[config.mk]
export PLATFORM = sky130hd
export DESIGN_NAME = sat_counter
export DESIGN_NICKNAME = d
export VERILOG_FILES = /design/src/rtl/sat_counter.sv
export SDC_FILE = /design/constraint.sdc
export NUM_CORES = 1
export LEC_CHECK = 0
export CAP_MARGIN = 0
export CELL_PAD_IN_SITES_DETAIL_PLACEMENT = 0
export CELL_PAD_IN_SITES_GLOBAL_PLACEMENT = 1
export CORE_MARGIN = 4
export CORE_UTILIZATION = 26
export DETAILED_ROUTE_END_ITERATION = 16
export GPL_ROUTABILITY_DRIVEN = 0
export PLACE_DENSITY_LB_ADDON = 0.1
export SLEW_MARGIN = 10
export SYNTH_ARGS = -nofsm -noshare
export SYNTH_HDL_FRONTEND = slang
export SYNTH_SLANG_ARGS = --single-unit
[constraint.sdc]
create_clock -name clk -period 1 [get_ports clk]
set_input_delay 0.3 -clock clk [delete_from_list [all_inputs] [get_ports clk]]
set_output_delay 0.3 -clock clk [all_outputs]
set_load 0.01 [all_outputs]
[src/rtl/sat_counter.sv]
// Unsigned event counter with synchronous clear; optionally sticks at all-ones.
// Latency: count reflects inc one clock after the edge that samples it.
// Backpressure: none; clr has priority over inc.
module sat_counter #(
    parameter int W   = 8,
    parameter bit SAT = 1'b0
) (
    input  logic         clk,
    input  logic         clr,
    input  logic         inc,
    output logic [W-1:0] count
);

    always_ff @(posedge clk) begin
        if (clr) begin
            count <= '0;
        end else if (inc && !(SAT && (&count))) begin
            count <= count + W'(1);
        end
    end

endmodule

==> impl_metrics.ini <==
[critical_path]
crit_path_max_incr_delay_ns = 0.35
cp.required_ns = 0.70
cp.arrival_ns = 0.85
regToRegStartpoint = count[1]
worstPathMaxFanout = 4
crit_path_cell_trace = buf_4 -> buf_6
cp_top_family = flip-flops
rrSetupSlack_ns = -0.15
end_kind = output port
crit_type = flip-flop to output port
r2r-end = count[6]
crit_end = count[1]
startpoint_type = flip-flop
crit_start = count[1]
cp.depth = 2
crit_slowest_cell = dfxtp_4
rr_worst_depth = 5
crit_buf_inv = 2

[grt]
antenna_found_initial = 0
gr-usage-all-layers_pct = 10.2
grt_pass1_wl_microns = 1430
overflow = 0
grt_max_degree = 6
grt_pass1_vias = 360

[pwr]
ir_drop_mv = 0.505
p_per_area_nw_per_um2 = 1110
p_leak_nw = 0.271

[final_layout]
synthToLayoutAreaGrowth_pct = 89.3
finalNetCount = 68
regMostFlops = count
drive_above_1_share_pct = 60.3
largest_reg_flops = 8
seq_area_sq_um = 176
n_fill_cell = 111
fin_util_pct = 54.8
multi_input_area_sq_um = 209
antenna_cells = 0
reg_top3 = count x8

[clock_tree]
cts_tree = done
clock_sinks = 8
clk_pin_slew_ns = 0.06
clk_path_buf_depth = 2
insertion_delay_ns = 0.25
htreeDepth = 1
root_buffer = clkbuf_4
cts_buffers = 3

[sta]
finalCriticalPeriod_ns = 1.15
setup_tns_ns = -0.610
tightestPinTransition_ns = 0.247
final_hold_viol_count = 0
max_freq_mhz = 869
setup_violations = 9
max-slew-margin-rel_pct = 83.4
rsz0062_at_grt = true
layout_worst_path_cycle_share_pct = 115
setup_slack_ns = -0.151
slew_violations = 0
worst_clock_skew_ns = 0.00697

[route]
vias = 341
drt-wirelength-per-cell_microns = 10.8
post-route-drc-count = 0
drt_iter0_drc = 1
wirelength_microns = 831
ant_nets = 0
drtPass1Iterations = 2
viasPerCell = 4.43

[synth]
synth.mux.area_fraction_pct = 2.95
syn_area_per_cell_sq_um = 9.16
yosys.area_share.simple_pct = 23.6
ys_seq_area_share_pct = 47.2
synth_top_family_by_area = simple AND/OR/NAND/NOR gates
mappedNetlistArea_sq_um = 339
synth_nets = 41
synth_seq_cells = 8
syn_inst = 37
synth_xor_area_share_pct = 10.3
yosysWarnings = 0
yosys.area_share.adder_pct = 3.69
synth_compound_area_share_pct = 8.86
yosysUniqueCellTypes = 15

[placement]
dp_hpwl_microns = 645
port_buffers = 10
pre_cts_ws_ns = -0.589

[floorplan]
dieWidth_microns = 44.1
die-area_sq_um = 1950
rows = 12
die_h_microns = 44.1
coreArea_sq_um = 1170
pin_count = 11
start_util_pct = 29.0

[run]
maxCapViolations = 0

[worst_hold_path]
whs_path_depth = 2
hold_class = flip-flop to flip-flop
min_from = count[1]

[run_status]
violations = setup timing
status = finished with violations
Yosys cell counts:
library cell | number | share of area (%)
nor2_1 | 5 | 5.5
nand2_1 | 2 | 2.2
nand4_2 | 1 | 3.7
xor2_1 | 3 | 7.8
nand4_1 | 2 | 3.7
mux2i_1 | 1 | 3.0
nand3_1 | 2 | 3.0
dfxtp_1 | 8 | 47
a21oi_1 | 3 | 4.4
or3_1 | 3 | 5.5
buf_4 | 1 | 2.2
xnor2_1 | 1 | 2.6
buf_1 | 1 | 1.1
o21ai_0 | 3 | 4.4
ha_1 | 1 | 3.7
worst register-to-register path, stage by stage, from the launching register on:
cell and delay [ns]:
dfxtp_4 0.36, buf_6 0.10, ha_4 0.13, nand3_2 0.06
or3_1 0.32, a21oi_2 0.12
worst min-delay path by stage:
stage / to
finish: count[1]
global route: count[7]
CTS: count[7]
detailed placement: count[7]
global placement: count[7]
floorplan: count[5]
where the power goes:
group | internal (W) | switching (W)
clock | 0.000153 | 0.000116
sequential | 0.000326 | 0.00000856
combinational | 0.0000659 | 0.0000459
total | 0.000545 | 0.000170
metal layers:
| layer | up-vias | routed length (microns) | GRT usage, % | share of wire (%) |
|---|---|---|---|---|
| met4 | 0 | 0 | 7.23 | 0 |
| met2 | 7 | 391 | 16.0 | 47 |
| li1 | 182 | - | - | - |
| met1 | 152 | 396 | 12.1 | 48 |
| met5 | - | 0 | 0 | 0 |
| met3 | 0 | 43 | 2.44 | 5.2 |
logic make-up after synthesis:
kind of cell,after synthesis
AO/OA/AOI/OAI,6
AND/OR/NAND/NOR,15
multiplexers,1
flip-flops,8
adder cells (fa/ha/maj),1
buffers and inverters,2
XOR/XNOR,4
final cells by class:
class,instances,area share (%)
sequential,8,27.5
tap,14,2.73
clock buffer,4,4.09
timing repair buffer,24,33.1
multi-input combinational,27,32.6
metrics by stage:
step | total power [W] | cells | hold slack [ns] | area [sq um]
floorplan | 0.000387 | 37 | 0.498 | 384
detailed placement | 0.000446 | 72 | 0.504 | 584
finish | 0.000715 | 77 | 0.535 | 642
CTS | 0.000722 | 76 | 0.516 | 613
global placement | 0.000443 | 72 | 0.486 | 584
global route | 0.000771 | 77 | 0.554 | 642
cell usage in the layout, fill, tap and decap left out:
cell type	n
buf_2	2
nand3_1	1
nor2_1	5
nand4_1	2
or3_1	3
ha_4	1
dlygate4sd2_1	1
buf_6	9
mux2i_1	1
o21ai_0	3
buf_4	11
xnor2_1	1
dfxtp_2	4
dfxtp_1	1
dfxtp_4	3
xor2_1	2
nand4_4	1
nand2_1	2
a21oi_2	2
clkbuf_1	1
clkbuf_4	3
nand3_2	1
xor2_2	1
clkdlybuf4s50_1	1
a21oi_1	1
what timing repair did:
action | 4_1_cts | 5_1_grt
buffers inserted | 0 | 1
endpoints found under the setup margin | 16 | 14
cloned | 0 | 0
hold buffers | 0 | 0
resized for setup | 42 | 4
endpoints found under the hold margin | 0 | 0
pin swaps | 3 | 2
No activity file was read; power rests on OpenSTA's default activity.
